## config.mk

```make
export PLATFORM = sky130hd
export DESIGN_NAME = tia_horizontal_timing_generator_flat
export DESIGN_NICKNAME = d
export VERILOG_FILES = /design/src/rtl/tia_horizontal_timing_generator_if.sv /design/src/rtl/tia_horizontal_timing_generator.sv /design/src/flat_wrapper.sv
export SDC_FILE = /design/constraint.sdc
export NUM_CORES = 1
export LEC_CHECK = 0
export CAP_MARGIN = 40
export CORE_UTILIZATION = 55
export CTS_BUF_LIST = sky130_fd_sc_hd__clkbuf_4 sky130_fd_sc_hd__clkbuf_8
export CTS_CLUSTER_SIZE = 8
export DETAILED_ROUTE_END_ITERATION = 8
export MAX_ROUTING_LAYER = met4
export PLACE_DENSITY = 0.91
export SKIP_CTS_REPAIR_TIMING = 1
export SLEW_MARGIN = 30
export SYNTH_ARGS = -nofsm -noshare
export SYNTH_HDL_FRONTEND = slang
export SYNTH_SLANG_ARGS = --single-unit
```

## constraint.sdc

```tcl
create_clock -name clk -period 4.8 [get_ports clk]
set_clock_uncertainty 0.05 [all_clocks]
set_input_delay 0.72 -clock clk [delete_from_list [all_inputs] [get_ports clk]]
set_output_delay 0.72 -clock clk [all_outputs]
set_load 0.05 [all_outputs]
```

## src/rtl/tia_horizontal_timing_generator_if.sv

```systemverilog
// tia_horizontal_timing_generator_if: CPU strobes, vertical levels and horizontal timing outputs
//   master drives wsyn/rsyn/hmove/vsyn/vblk and reads the timing outputs;
//   slave is the timing generator side.
interface tia_horizontal_timing_generator_if #(
    parameter int COUNT_WIDTH = 8
);
    logic                   wsyn;
    logic                   rsyn;
    logic                   hmove;
    logic                   vsyn;
    logic                   vblk;
    logic [COUNT_WIDTH-1:0] hcount;
    logic                   hsync;
    logic                   cb;
    logic                   hblank;
    logic                   late_hblank;
    logic                   blank;
    logic                   syn;
    logic                   rdy;
    logic                   motck;
    logic                   eol;

    modport master (
        output wsyn, rsyn, hmove, vsyn, vblk,
        input  hcount, hsync, cb, hblank, late_hblank, blank, syn, rdy, motck, eol
    );

    modport slave (
        input  wsyn, rsyn, hmove, vsyn, vblk,
        output hcount, hsync, cb, hblank, late_hblank, blank, syn, rdy, motck, eol
    );
endinterface

```

## src/rtl/tia_horizontal_timing_generator.sv

```systemverilog
// tia_horizontal_timing_generator: binary-counter TIA horizontal timing with WSYNC stall, RSYNC, HMOVE blank and motion burst
//   clk : colour clock
//   r   : synchronous active-high reset
//   bus : slave side; strobes wsyn/rsyn/hmove, levels vsyn/vblk in;
//         hcount, hsync, cb, hblank, late_hblank, blank, syn, rdy, motck, eol out
module tia_horizontal_timing_generator #(
    parameter int CLOCKS_PER_LINE = 228,
    parameter int COUNT_WIDTH     = 8,
    parameter int HSYNC_START     = 20,
    parameter int HSYNC_END       = 36,
    parameter int CB_START        = 40,
    parameter int CB_END          = 56,
    parameter int HBLANK_END      = 68,
    parameter int HMOVE_EXTEND    = 8,
    parameter int MOTCK_PULSES    = 15,
    parameter int MOTCK_PERIOD    = 4
) (
    input logic                                  clk,
    input logic                                  r,
    tia_horizontal_timing_generator_if.slave     bus
);
    localparam int KW = $clog2(MOTCK_PULSES + 1);
    localparam int PW = $clog2(MOTCK_PERIOD);
    typedef enum logic {RUN, WAIT} state_t;
    state_t                 state_q;
    logic [COUNT_WIDTH-1:0] hcount_q, hcount_d;
    logic                   late_q, vblk_q, vsyn_q, busy_q, motck_q;
    logic [KW-1:0]          k_q;
    logic [PW-1:0]          ph_q;
    logic                   eol;
    assign eol = hcount_q == COUNT_WIDTH'(CLOCKS_PER_LINE - 1);
    always_comb hcount_d = (bus.rsyn || eol) ? '0 : hcount_q + 1'b1;
    always_ff @(posedge clk) begin
        if (r) begin
            state_q  <= RUN;
            hcount_q <= '0;
            late_q   <= 1'b0;
            vblk_q   <= 1'b0;
            vsyn_q   <= 1'b0;
            busy_q   <= 1'b0;
            motck_q  <= 1'b0;
            k_q      <= '0;
            ph_q     <= '0;
        end else begin
            hcount_q <= hcount_d;
            vblk_q   <= bus.vblk;
            vsyn_q   <= bus.vsyn;
            // Release on the edge that starts a new line wins over a new wsyn.
            state_q  <= (hcount_d == '0) ? RUN : (bus.wsyn ? WAIT : state_q);
            late_q   <= bus.hmove | (late_q & (hcount_d != COUNT_WIDTH'(HBLANK_END + HMOVE_EXTEND)));
            if (bus.hmove) begin
                busy_q  <= 1'b1;
                motck_q <= 1'b0;
                k_q     <= '0;
                ph_q    <= '0;
            end else if (busy_q) begin
                // Phase 0 of each period emits a pulse; the last pulse ends the burst.
                motck_q <= ph_q == '0;
                ph_q    <= (ph_q == PW'(MOTCK_PERIOD - 1)) ? '0 : ph_q + 1'b1;
                if (ph_q == '0) begin
                    k_q    <= k_q + 1'b1;
                    busy_q <= k_q != KW'(MOTCK_PULSES - 1);
                end
            end else begin
                motck_q <= 1'b0;
            end
        end
    end
    assign bus.hcount      = hcount_q;
    assign bus.hsync       = hcount_q >= COUNT_WIDTH'(HSYNC_START) && hcount_q < COUNT_WIDTH'(HSYNC_END);
    assign bus.cb          = hcount_q >= COUNT_WIDTH'(CB_START) && hcount_q < COUNT_WIDTH'(CB_END);
    assign bus.hblank      = hcount_q < COUNT_WIDTH'(HBLANK_END) ||
                             (late_q && hcount_q < COUNT_WIDTH'(HBLANK_END + HMOVE_EXTEND));
    assign bus.late_hblank = late_q;
    assign bus.blank       = bus.hblank | vblk_q;
    assign bus.syn         = bus.hsync | vsyn_q;
    assign bus.rdy         = state_q == RUN;
    assign bus.motck       = motck_q;
    assign bus.eol         = eol;
endmodule
```

## src/flat_wrapper.sv

```systemverilog
// flat-port wrapper written by rule: the top's interface ports become plain ports
module tia_horizontal_timing_generator_flat 
#(
    parameter int CLOCKS_PER_LINE = 228,
    parameter int COUNT_WIDTH     = 8,
    parameter int HSYNC_START     = 20,
    parameter int HSYNC_END       = 36,
    parameter int CB_START        = 40,
    parameter int CB_END          = 56,
    parameter int HBLANK_END      = 68,
    parameter int HMOVE_EXTEND    = 8,
    parameter int MOTCK_PULSES    = 15,
    parameter int MOTCK_PERIOD    = 4
)
  (clk, r, bus_wsyn, bus_rsyn, bus_hmove, bus_vsyn, bus_vblk, bus_hcount, bus_hsync, bus_cb, bus_hblank, bus_late_hblank, bus_blank, bus_syn, bus_rdy, bus_motck, bus_eol);
  tia_horizontal_timing_generator_if #(.COUNT_WIDTH(COUNT_WIDTH)) bus_i ();
  input logic clk;
  input logic r;
  input wire logic [$bits(bus_i.wsyn)-1:0] bus_wsyn;
  input wire logic [$bits(bus_i.rsyn)-1:0] bus_rsyn;
  input wire logic [$bits(bus_i.hmove)-1:0] bus_hmove;
  input wire logic [$bits(bus_i.vsyn)-1:0] bus_vsyn;
  input wire logic [$bits(bus_i.vblk)-1:0] bus_vblk;
  output wire logic [$bits(bus_i.hcount)-1:0] bus_hcount;
  output wire logic [$bits(bus_i.hsync)-1:0] bus_hsync;
  output wire logic [$bits(bus_i.cb)-1:0] bus_cb;
  output wire logic [$bits(bus_i.hblank)-1:0] bus_hblank;
  output wire logic [$bits(bus_i.late_hblank)-1:0] bus_late_hblank;
  output wire logic [$bits(bus_i.blank)-1:0] bus_blank;
  output wire logic [$bits(bus_i.syn)-1:0] bus_syn;
  output wire logic [$bits(bus_i.rdy)-1:0] bus_rdy;
  output wire logic [$bits(bus_i.motck)-1:0] bus_motck;
  output wire logic [$bits(bus_i.eol)-1:0] bus_eol;
  assign bus_i.wsyn = bus_wsyn;
  assign bus_i.rsyn = bus_rsyn;
  assign bus_i.hmove = bus_hmove;
  assign bus_i.vsyn = bus_vsyn;
  assign bus_i.vblk = bus_vblk;
  assign bus_hcount = bus_i.hcount;
  assign bus_hsync = bus_i.hsync;
  assign bus_cb = bus_i.cb;
  assign bus_hblank = bus_i.hblank;
  assign bus_late_hblank = bus_i.late_hblank;
  assign bus_blank = bus_i.blank;
  assign bus_syn = bus_i.syn;
  assign bus_rdy = bus_i.rdy;
  assign bus_motck = bus_i.motck;
  assign bus_eol = bus_i.eol;
  tia_horizontal_timing_generator #(.CLOCKS_PER_LINE(CLOCKS_PER_LINE), .COUNT_WIDTH(COUNT_WIDTH), .HSYNC_START(HSYNC_START), .HSYNC_END(HSYNC_END), .CB_START(CB_START), .CB_END(CB_END), .HBLANK_END(HBLANK_END), .HMOVE_EXTEND(HMOVE_EXTEND), .MOTCK_PULSES(MOTCK_PULSES), .MOTCK_PERIOD(MOTCK_PERIOD)) u_core (.clk(clk), .r(r), .bus(bus_i));
endmodule
```

==> results.rst, run 1 <==
.. list-table::
   :header-rows: 1

   * - Metric
     - Value
   * - Proportion of layout cells with a drive suffix above 1
     - 7.75%
   * - Combinational family with the most area after synthesis
     - simple AND/OR/NAND/NOR gates
   * - Maximum fanout along the worst path
     - 10
   * - Row cnt
     - 15
   * - Util after Layout
     - 73.7%
   * - Fin nets
     - 158
   * - Maximum number of pins on one net before global-route repair
     - 14
   * - Antenna violations before repair
     - 0
   * - Area Growth Syn to Fin
     - 23.0%
   * - Average routed wire per standard cell
     - 12.7 um
   * - Synthesized-area fraction occupied by ao, oa, aoi and oai cells
     - 9.47%
   * - Final GP Congestion
     - 0.806
   * - Start-to-end type of the worst setup path
     - register to output pin
   * - CTS root buf
     - sky130_fd_sc_hd__clkbuf_4
   * - Leak Pwr
     - 0.482 nW
   * - Syn Inst Count
     - 122
   * - Final clock period utilization by the worst path
     - 70.2%
   * - Count of state elements after synthesis
     - 20
   * - Cells traversed along the worst timing path
     - ha_1 > nor4b_1 > and4_1 > clkdlybuf4s50_1
   * - Category of cells accounting for the largest share of critical-path delay
     - buffers and inverters
   * - Critical path startpoint category
     - register
   * - Gr usage total
     - 23.0%
   * - Xor-xnor portion of the synthesized cell area
     - 8.28%
   * - CTS tree
     - yes
   * - Number of diodes
     - 0
   * - Syn_nets
     - 136
   * - Maximum achievable frequency
     - 297 MHz
   * - Pwr per Cell Area
     - 222 mW/mm^2
   * - Number of I/O port buffers
     - 23
   * - Commonest non-fill, non-tap cells in the layout
     - sky130_fd_sc_hd__clkdlybuf4s50_1, sky130_fd_sc_hd__dfxtp_1, sky130_fd_sc_hd__nor2_1
   * - Die area
     - 0.00210 mm^2
   * - Required time of the critical path
     - 4.03 ns
   * - Final setup TNS
     - 0 ns
   * - Clock network latency to the later pin of the worst-skew pair
     - 0.30 ns
   * - Mean Syn Cell Area
     - 8.67 um^2
   * - Level count of the clock H-tree
     - 1
   * - PnR worst setup slack
     - 1.43 ns
   * - Distinct cells, synth
     - 34
   * - Wire length of the first global-routing pass
     - 3330 um
   * - Height of the chip
     - 45.8 um
   * - First-pass detailed-route iteration total
     - 4
   * - DPL Wire Length
     - 1660 um
   * - CP Capture Type
     - output pin
   * - Summed instance area of the synthesized netlist
     - 0.00106 mm^2
   * - Via-to-Cell Ratio
     - 5.55
   * - WL final
     - 2130 um
   * - Worst Path Arrival
     - 2.60 ns
   * - Outcome
     - finished, final reports clean
   * - Setup repair after global routing missed its margin
     - false
   * - Slew Limit Headroom
     - 66.2%
   * - Vias in the first global route
     - 827
   * - Final max-slew violation count
     - 0
   * - Final critical-path required period
     - 3.37 ns
   * - Max rail drop VDD
     - 0.000181 V
   * - Cell type of the slowest stage on the worst timing path
     - sky130_fd_sc_hd__clkdlybuf4s50_1
   * - Share of cell area taken by muxes after synthesis
     - 0.947%
   * - Remaining antenna violation count after routing
     - 0
   * - Initial standard-cell utilization of the core
     - 59.9%
   * - Setup Viol. Count Final
     - 0
   * - Number of buffers added by the clock tree synthesis step
     - 3
   * - Transition time at the pin with the least slew margin
     - 0.505 ns
   * - Deepest clock path buffer count
     - 2
   * - Number of violations reported at the end of detailed-routing iteration 0
     - 29
   * - Simple-gate share of the synthesized area
     - 28.0%
   * - Clock sinks
     - 20
   * - Yosys warning count
     - 0
   * - Class of the most critical hold timing path
     - register to register
   * - DRC viols
     - 0
   * - Maximum cell stage delay along the critical path
     - 0.83 ns
   * - Most common cell after layout, fill and taps aside
     - sky130_fd_sc_hd__clkdlybuf4s50_1
   * - Total buffers and inverters traversed by the critical path
     - 1
   * - Area of the core region
     - 0.00176 mm^2
   * - Number of failing hold endpoints at the final stage
     - 0
   * - Die W
     - 45.8 um
   * - Adder and majority gate portion of the synthesized area
     - 8.28%
   * - Detailed-route via count
     - 927
   * - Setup slack of the most critical reg-to-reg path
     - 2.78 ns
   * - Clock transition at the registers of the reported paths
     - 0.09 ns
   * - Post-Place Setup Slack
     - 1.80 ns
   * - Ports
     - 24
   * - Share of synthesized area occupied by flip-flops and latches
     - 37.9%
   * - Maximum Capacitance Violations
     - 0
   * - Overall power
     - 0.288 mW
   * - Total overflow reported by the global router
     - 0
layout make-up:
class	count	area (um^2)
Multi-Input combinational cell	87	582
Fill cell	143	464
Sequential cell	20	400
Timing Repair Buffer	23	230
Inverter	9	33.8
Tap cell	25	31.3
Clock buffer	3	22.5
power by group:
group	leakage [nW]	switching (mW)	internal (mW)
Sequential	0.163	0.00481	0.170
Clock	0.0138	0.0472	0.0293
Combinational	0.305	0.0208	0.0154
Total	0.482	0.0729	0.215
Yosys cell counts:
cell type / number / area (um^2)
sky130_fd_sc_hd__ha_1: 7 / 87.6
sky130_fd_sc_hd__a21oi_1: 6 / 30.0
sky130_fd_sc_hd__inv_1: 9 / 33.8
sky130_fd_sc_hd__buf_4: 1 / 7.51
sky130_fd_sc_hd__xnor2_1: 5 / 43.8
sky130_fd_sc_hd__mux2i_1: 1 / 10.0
sky130_fd_sc_hd__nand4_1: 3 / 18.8
sky130_fd_sc_hd__nor3b_1: 3 / 22.5
sky130_fd_sc_hd__buf_6: 2 / 22.5
sky130_fd_sc_hd__a31oi_1: 2 / 12.5
sky130_fd_sc_hd__a41oi_1: 1 / 8.76
sky130_fd_sc_hd__clkbuf_1: 3 / 11.3
sky130_fd_sc_hd__nand2_1: 4 / 15.0
sky130_fd_sc_hd__a21o_1: 1 / 7.51
sky130_fd_sc_hd__and3_1: 1 / 6.26
sky130_fd_sc_hd__nor2b_1: 3 / 18.8
sky130_fd_sc_hd__or3_2: 1 / 7.51
sky130_fd_sc_hd__nand2b_1: 2 / 12.5
sky130_fd_sc_hd__or3_1: 2 / 12.5
sky130_fd_sc_hd__o21a_1: 1 / 7.51
sky130_fd_sc_hd__and3_4: 1 / 11.3
sky130_fd_sc_hd__xor2_1: 5 / 43.8
sky130_fd_sc_hd__o22ai_1: 1 / 6.26
sky130_fd_sc_hd__nor3_1: 2 / 10.0
sky130_fd_sc_hd__nand3_1: 4 / 20.0
sky130_fd_sc_hd__dfxtp_1: 20 / 400
sky130_fd_sc_hd__o21ai_0: 1 / 5.00
sky130_fd_sc_hd__nor4b_1: 2 / 17.5
sky130_fd_sc_hd__nor2_1: 19 / 71.3
sky130_fd_sc_hd__and4_1: 2 / 17.5
sky130_fd_sc_hd__a2111oi_2: 1 / 15.0
sky130_fd_sc_hd__or2_2: 4 / 25.0
sky130_fd_sc_hd__nand3_2: 1 / 10.0
sky130_fd_sc_hd__o21bai_1: 1 / 7.51
metal layers:
layer / part of all wire (%) / track usage, % / vias to the layer above
met5: 0 / - / -
met4: 3.2 / 10.6 / 0
met3: 7.4 / 7.54 / 13
met2: 47 / 38.0 / 42
met1: 42 / 24.7 / 422
li1: - / - / 450
sequential cells by signal, indices dropped and copies added, names as in the netlist:
register	count
u_core.k_q	4
u_core.bus.motck	1
u_core.vsyn_q	1
u_core.vblk_q	1
u_core.busy_q	1
u_core.ph_q	2
u_core.bus.late_hblank	1
u_core.state_q	1
u_core.bus.hcount	8
path summary, 6_finish.rpt:
path,depth (start not counted),start,endpoint
worst min register to register,2,u_core.ph_q[1],u_core.ph_q[1]
worst max register to register,6,u_core.bus.hcount[0],u_core.bus.late_hblank
worst max-delay path,4,u_core.bus.hcount[0],bus_eol
worst min-delay path,2,u_core.ph_q[1],u_core.ph_q[1]
worst reg2reg max path: cells and delay by family, from the launching register on:
| kind | cells | cell delay (ns) |
|---|---|---|
| fa+ha+maj | 1 | 0.22 |
| compound gates | 1 | 0.21 |
| simple gates | 4 | 0.93 |
| flops | 1 | 0.53 |
kinds of logic after synthesis:
kind of cell | Yosys count
xor gates and xnor gates | 10
AOI/OAI and AO/OA | 15
buffers and inverters | 15
and+or+nand+nor | 54
muxes | 1
adders and majority gates | 7
DFF | 20
through the flow:
step | cells | cell area, um^2 | hold slack (ns)
after detailed placement | 164 | 1280 | 0.469
after global routing | 167 | 1300 | 0.520
after CTS | 167 | 1300 | 0.492
after global placement | 164 | 1280 | 0.455
final | 167 | 1300 | 0.486
after floorplan | 122 | 1060 | 0.435
(Power assumes the default switching activity.)
==> inputs of run 2 (changes only) <==
CORE_UTILIZATION = 51   (was 55)
PLACE_DENSITY = 0.86   (was 0.91)
clock period = 3.47 ns   (was 4.8 ns; I/O delays follow)
==> results.rst, run 2 (same netlist as run 1, synthesis figures left out) <==
.. list-table::
   :header-rows: 1

   * - Metric
     - Value
   * - Outcome
     - finished, final reports clean
   * - Final setup TNS
     - 0 ns
   * - Fin nets
     - 158
   * - Pwr per Cell Area
     - 328 mW/mm^2
   * - Wire length of the first global-routing pass
     - 3040 um
   * - Detailed-route via count
     - 896
   * - Number of violations reported at the end of detailed-routing iteration 0
     - 18
   * - Non-Filler Instances
     - 170
   * - PnR worst setup slack
     - 0.367 ns
   * - Average routed wire per standard cell
     - 12.3 um
   * - Most common cell after layout, fill and taps aside
     - sky130_fd_sc_hd__clkdlybuf4s50_1
   * - Number of diodes
     - 0
   * - Remaining antenna violation count after routing
     - 0
   * - Total placed cells including tap cells
     - 166
   * - CP Capture Type
     - output pin
   * - Initial standard-cell utilization of the core
     - 53.9%
   * - Leak Pwr
     - 0.489 nW
   * - WL final
     - 2080 um
   * - Total overflow reported by the global router
     - 0
   * - Max FFs per register
     - 8
   * - Number of failing hold endpoints at the final stage
     - 0
   * - Clock transition at the registers of the reported paths
     - 0.12 ns
   * - Clock sinks
     - 20
   * - Height of the chip
     - 47.5 um
   * - First-pass detailed-route iteration total
     - 7
   * - Start-to-end type of the worst setup path
     - register to output pin
   * - Worst hold margin
     - 0.495 ns
   * - Die area
     - 0.00226 mm^2
   * - Commonest non-fill, non-tap cells in the layout
     - sky130_fd_sc_hd__clkdlybuf4s50_1, sky130_fd_sc_hd__dfxtp_1, sky130_fd_sc_hd__nor2_1
   * - Worst Path Arrival
     - 2.53 ns
   * - Setup repair after global routing missed its margin
     - false
   * - CTS root buf
     - sky130_fd_sc_hd__clkbuf_4
   * - Post-Place Setup Slack
     - 0.730 ns
   * - Antenna violations before repair
     - 0
   * - Cells traversed along the worst timing path
     - ha_1 > nor4b_1 > and4_1 > clkdlybuf4s50_1
   * - DRC viols
     - 0
   * - Final critical-path required period
     - 3.10 ns
   * - Instance area at placement
     - 0.00128 mm^2
   * - Class of the most critical hold timing path
     - register to register
   * - Final max-slew violation count
     - 0
   * - CTS tree
     - yes
   * - Die W
     - 47.5 um
   * - Max rail drop VDD
     - 0.000176 V
   * - Final clock period utilization by the worst path
     - 89.4%
   * - Maximum achievable frequency
     - 322 MHz
   * - Deepest clock path buffer count
     - 2
   * - Area of all placed cells without fillers
     - 0.00132 mm^2
   * - Row cnt
     - 16
   * - Cell type of the slowest stage on the worst timing path
     - sky130_fd_sc_hd__clkdlybuf4s50_1
   * - Maximum fanout along the worst path
     - 10
   * - Transition time at the pin with the least slew margin
     - 0.509 ns
   * - Level count of the clock H-tree
     - 1
   * - Ports
     - 24
   * - Number of I/O port buffers
     - 23
   * - Maximum cell stage delay along the critical path
     - 0.82 ns
   * - Via-to-Cell Ratio
     - 5.27
   * - Required time of the critical path
     - 2.90 ns
   * - Maximum Capacitance Violations
     - 0
   * - Area Growth Syn to Fin
     - 24.5%
   * - Setup Viol. Count Final
     - 0
   * - Area of the core region
     - 0.00196 mm^2
   * - Critical path startpoint category
     - register
   * - Final GP Congestion
     - 0.856
   * - Proportion of layout cells with a drive suffix above 1
     - 8.39%
   * - Total of fill cells in the finished design
     - 181
   * - Gr usage total
     - 20.3%
   * - Clock network latency to the later pin of the worst-skew pair
     - 0.30 ns
   * - Slew Limit Headroom
     - 66.0%
   * - Number of buffers added by the clock tree synthesis step
     - 3
   * - Maximum number of pins on one net before global-route repair
     - 14
   * - Vias in the first global route
     - 701
   * - DPL Wire Length
     - 1560 um
[run 2: path summary, 6_finish.rpt]
check / to / slack [ns] / from / cells past startpoint
worst min-delay path: u_core.ph_q[1] / 0.49 / u_core.ph_q[1] / 2
worst max register to register: u_core.bus.hcount[4] / 1.54 / u_core.bus.hcount[0] / 5
worst min register to register: u_core.ph_q[1] / 0.49 / u_core.ph_q[1] / 2
worst max-delay path: bus_eol / 0.37 / u_core.bus.hcount[0] / 4
[run 2: worst max-delay path: cells and delay by family, from the launching register on]
| kind | cells | cell delay [ns] |
|---|---|---|
| adder cells (fa/ha/maj) | 1 | 0.22 |
| AND/OR/NAND/NOR | 2 | 0.64 |
| flip-flops | 1 | 0.55 |
| buffers and inverters | 1 | 0.82 |
[run 2: power by group]
group          switching, mW  internal (mW)  total, mW  leakage, nW
Combinational         0.0293         0.0213     0.0506        0.305
Clock                 0.0738         0.0640      0.138       0.0210
Sequential           0.00698          0.236      0.243        0.163
Total                  0.110          0.321      0.431        0.489
[run 2: cell type report]
cell class | count | area [um^2] | share of cell area [%]
clock buffer | 4 | 36.3 | 2.76
timing repair buffer | 23 | 230 | 17.5
sequential | 20 | 400 | 30.4
multi-input combinational | 87 | 582 | 44.2
tap | 27 | 33.8 | 2.57
inverter | 9 | 33.8 | 2.57
[run 2: per-layer routing]
metal  global-route usage, %  share of wire [%]  vias to the layer above
met5                       -                  0                        -
met3                    4.53                4.9                        4
li1                        -                  -                      457
met1                    25.9                 49                      410
met2                    31.0                 45                       25
met4                    8.33               0.96                        0
[run 2: metrics by stage]
stage,power [mW],util [%]
global route,0.448,67.1
CTS,0.434,67.1
floorplan,0.278,-
detailed placement,0.298,65.2
finish,0.431,67.1
global placement,0.296,65.2
==> inputs of run 3 (changes only) <==
ABC_AREA = 1   (was default)
CORE_UTILIZATION = 52   (was 51)
PLACE_DENSITY = 0.87   (was 0.86)
==> results.rst, run 3 <==
.. list-table::
   :header-rows: 1

   * - Metric
     - Value
   * - Remaining antenna violation count after routing
     - 0
   * - Initial standard-cell utilization of the core
     - 55.9%
   * - CTS tree
     - yes
   * - Maximum cell stage delay along the critical path
     - 0.79 ns
   * - Level count of the clock H-tree
     - 1
   * - Dominant cell type by area after synthesis
     - sky130_fd_sc_hd__dfxtp_1
   * - Total buffers and inverters traversed by the critical path
     - 2
   * - Most instantiated library cell after synthesis
     - sky130_fd_sc_hd__nor2_1
   * - WL final
     - 2200 um
   * - Cells traversed along the worst timing path
     - inv_2 > nor2_4 > nand2_4 > a21oi_1 > or2_1 > clkdlybuf4s50_1
   * - Row cnt
     - 16
   * - Final max-slew violation count
     - 0
   * - DRC viols
     - 0
   * - Worst Path Arrival
     - 2.16 ns
   * - Clock transition at the registers of the reported paths
     - 0.13 ns
   * - Total of fill cells in the finished design
     - 163
   * - Final critical-path required period
     - 2.73 ns
   * - Setup Viol. Count Final
     - 0
   * - Maximum Capacitance Violations
     - 0
   * - Post-Place Setup Slack
     - 1.10 ns
   * - Util after Layout
     - 70.9%
   * - Count of state elements after synthesis
     - 20
   * - First-pass detailed-route iteration total
     - 4
   * - Proportion of power drawn by the clock network
     - 39.5%
   * - Synthesized-area fraction occupied by ao, oa, aoi and oai cells
     - 9.49%
   * - Sequential standard cell area
     - 400 um^2
   * - Category of cells accounting for the largest share of critical-path delay
     - buffers and inverters
   * - Summed instance area of the synthesized netlist
     - 0.00111 mm^2
   * - Maximum number of pins on one net before global-route repair
     - 15
   * - Area of the core region
     - 0.00198 mm^2
   * - CP Capture Type
     - output pin
   * - Area Growth Syn to Fin
     - 26.9%
   * - Xor-xnor portion of the synthesized cell area
     - 1.58%
   * - Slew Limit Headroom
     - 63.8%
   * - Pwr per Cell Area
     - 350 mW/mm^2
   * - PnR worst setup slack
     - 0.740 ns
   * - Adder and majority gate portion of the synthesized area
     - 7.91%
   * - Top cells by count, synth
     - sky130_fd_sc_hd__nor2_1, sky130_fd_sc_hd__inv_1, sky130_fd_sc_hd__dfxtp_1, sky130_fd_sc_hd__nand2_1, sky130_fd_sc_hd__nand3_1
   * - Cell type of the slowest stage on the worst timing path
     - sky130_fd_sc_hd__clkdlybuf4s50_1
   * - Deepest clock path buffer count
     - 2
   * - Die W
     - 48.1 um
   * - Total overflow reported by the global router
     - 0
   * - Die area
     - 0.00232 mm^2
   * - Fin nets
     - 190
   * - Simple-gate share of the synthesized area
     - 35.4%
   * - Portion of synthesized cell area occupied by the leading cell type
     - 36.2%
   * - Setup repair after global routing missed its margin
     - false
   * - Share of synthesized area occupied by flip-flops and latches
     - 36.2%
   * - Wire length of the first global-routing pass
     - 3430 um
   * - Number of violations reported at the end of detailed-routing iteration 0
     - 18
   * - Share of cell area taken by muxes after synthesis
     - 0%
   * - Critical hold path startpoint
     - u_core.bus.late_hblank
   * - Number of diodes
     - 0
   * - Internal power
     - 0.375 mW
   * - Detailed-route via count
     - 1022
   * - Class of the most critical hold timing path
     - register to register
   * - Number of enable-type register cells in the synthesized netlist
     - 0
   * - Proportion of layout cells with a drive suffix above 1
     - 12.6%
   * - Final clock period utilization by the worst path
     - 78.7%
   * - Area taken by multi-input logic gates
     - 602 um^2
   * - Vias in the first global route
     - 841
   * - DPL Wire Length
     - 1720 um
   * - Critical path startpoint category
     - register
   * - Start point of the critical path
     - u_core.bus.hcount[5]
   * - Top area cells in the synthesized netlist
     - sky130_fd_sc_hd__dfxtp_1, sky130_fd_sc_hd__nor2_1, sky130_fd_sc_hd__ha_1, sky130_fd_sc_hd__inv_1, sky130_fd_sc_hd__nand2_1
   * - Share of total power consumed by net switching
     - 23.8%
   * - Maximum fanout along the worst path
     - 7
   * - Final GP Congestion
     - 0.904
   * - Part of the power in combinational logic
     - 11.2%
   * - Distinct cells, synth
     - 31
   * - Syn_nets
     - 165
   * - Power share of the sequential group
     - 49.3%
   * - Number of buffers added by the clock tree synthesis step
     - 3
   * - Required time of the critical path
     - 2.90 ns
   * - Primary flip-flop cell chosen by synthesis mapping
     - sky130_fd_sc_hd__dfxtp_1
   * - Gr usage total
     - 22.5%
   * - Ports
     - 24
   * - Antenna violations before repair
     - 0
   * - Transition time at the pin with the least slew margin
     - 0.542 ns
   * - Commonest non-fill, non-tap cells in the layout
     - sky130_fd_sc_hd__nor2_1, sky130_fd_sc_hd__clkdlybuf4s50_1, sky130_fd_sc_hd__inv_1
   * - Leak Pwr
     - 0.594 nW
   * - Mean Syn Cell Area
     - 7.33 um^2
   * - Most common cell after layout, fill and taps aside
     - sky130_fd_sc_hd__nor2_1
   * - Final setup TNS
     - 0 ns
   * - Maximum achievable frequency
     - 366 MHz
   * - Max FFs per register
     - 8
   * - CTS root buf
     - sky130_fd_sc_hd__clkbuf_4
   * - Combinational family with the most area after synthesis
     - simple AND/OR/NAND/NOR gates
   * - Max rail drop VDD
     - 0.000317 V
   * - Number of I/O port buffers
     - 23
   * - Clock network latency to the later pin of the worst-skew pair
     - 0.32 ns
   * - Height of the chip
     - 48.1 um
   * - Number of failing hold endpoints at the final stage
     - 0
   * - Syn Inst Count
     - 151
   * - Net Sw Power
     - 0.117 mW
   * - Via-to-Cell Ratio
     - 5.06
   * - Overall power
     - 0.492 mW
   * - Yosys warning count
     - 0
   * - Outcome
     - finished, final reports clean
   * - Average routed wire per standard cell
     - 10.9 um
   * - Beginning of the worst register-to-register path
     - u_core.bus.hcount[1]
   * - Start-to-end type of the worst setup path
     - register to output pin
   * - Clock sinks
     - 20
   * - Proportion of synthesized flip-flops having asynchronous set or reset
     - 0%
[run 3: layout make-up]
cell class              count  share of cell area [%]
repair buffers             23                    16.4
multi-input cells         105                    42.8
well taps                  27                    2.40
clock buffers               3                    1.60
flip-flops and latches     20                    28.5
inverters                  23                    6.14
clock inverters             1                    2.14
[run 3: path summary, 6_finish.rpt]
kind | slack, ns | end | cells after the start
max | 0.74 | bus_syn | 6
min | 0.48 | u_core.bus.late_hblank | 2
max reg2reg | 1.81 | u_core.state_q | 8
min reg2reg | 0.48 | u_core.bus.late_hblank | 2
[run 3: stage by stage]
step / hold slack, ns / cells / instance area [um^2]
after global placement: 0.446 / 198 / 1350
after detailed placement: 0.459 / 198 / 1350
after global routing: 0.500 / 202 / 1410
after CTS: 0.478 / 202 / 1410
final: 0.476 / 202 / 1410
after floorplan: 0.435 / 151 / 1110
[run 3: power by group through the flow]
stage	combinational, mW	clock, mW	sequential [mW]
2_1_floorplan	0.0279	0	0.254
3_3_place_gp	0.0539	0	0.247
3_5_place_dp	0.0554	0	0.248
4_1_cts	0.0556	0.199	0.242
5_1_grt	0.0609	0.212	0.244
6_report	0.0553	0.194	0.242
[run 3: kinds of logic (layout without fill, tap and decap cells)]
family	after synthesis	in the layout
AOI/OAI and AO/OA	16	16
xor gates and xnor gates	2	2
adders and majority gates	7	7
buffers and inverters	26	50
DFF	20	20
and+or+nand+nor	80	80
[run 3: per-layer routing]
| layer | vias up | GRT usage (%) | share of wire, % |
|---|---|---|---|
| li1 | 521 | - | - |
| met1 | 468 | 23.8 | 44 |
| met2 | 28 | 40.0 | 50 |
| met3 | 5 | 5.56 | 3.5 |
| met4 | 0 | 8.33 | 1.7 |
| met5 | - | - | 0 |
[run 3: worst register-to-register path, delay by kind of cell, from the launching register on]
kind | cells | cell delay, ns
AOI/OAI and AO/OA | 3 | 0.50
adders and majority gates | 1 | 0.25
buffers and inverters | 1 | 0.04
DFF | 1 | 0.44
and+or+nand+nor | 3 | 0.32
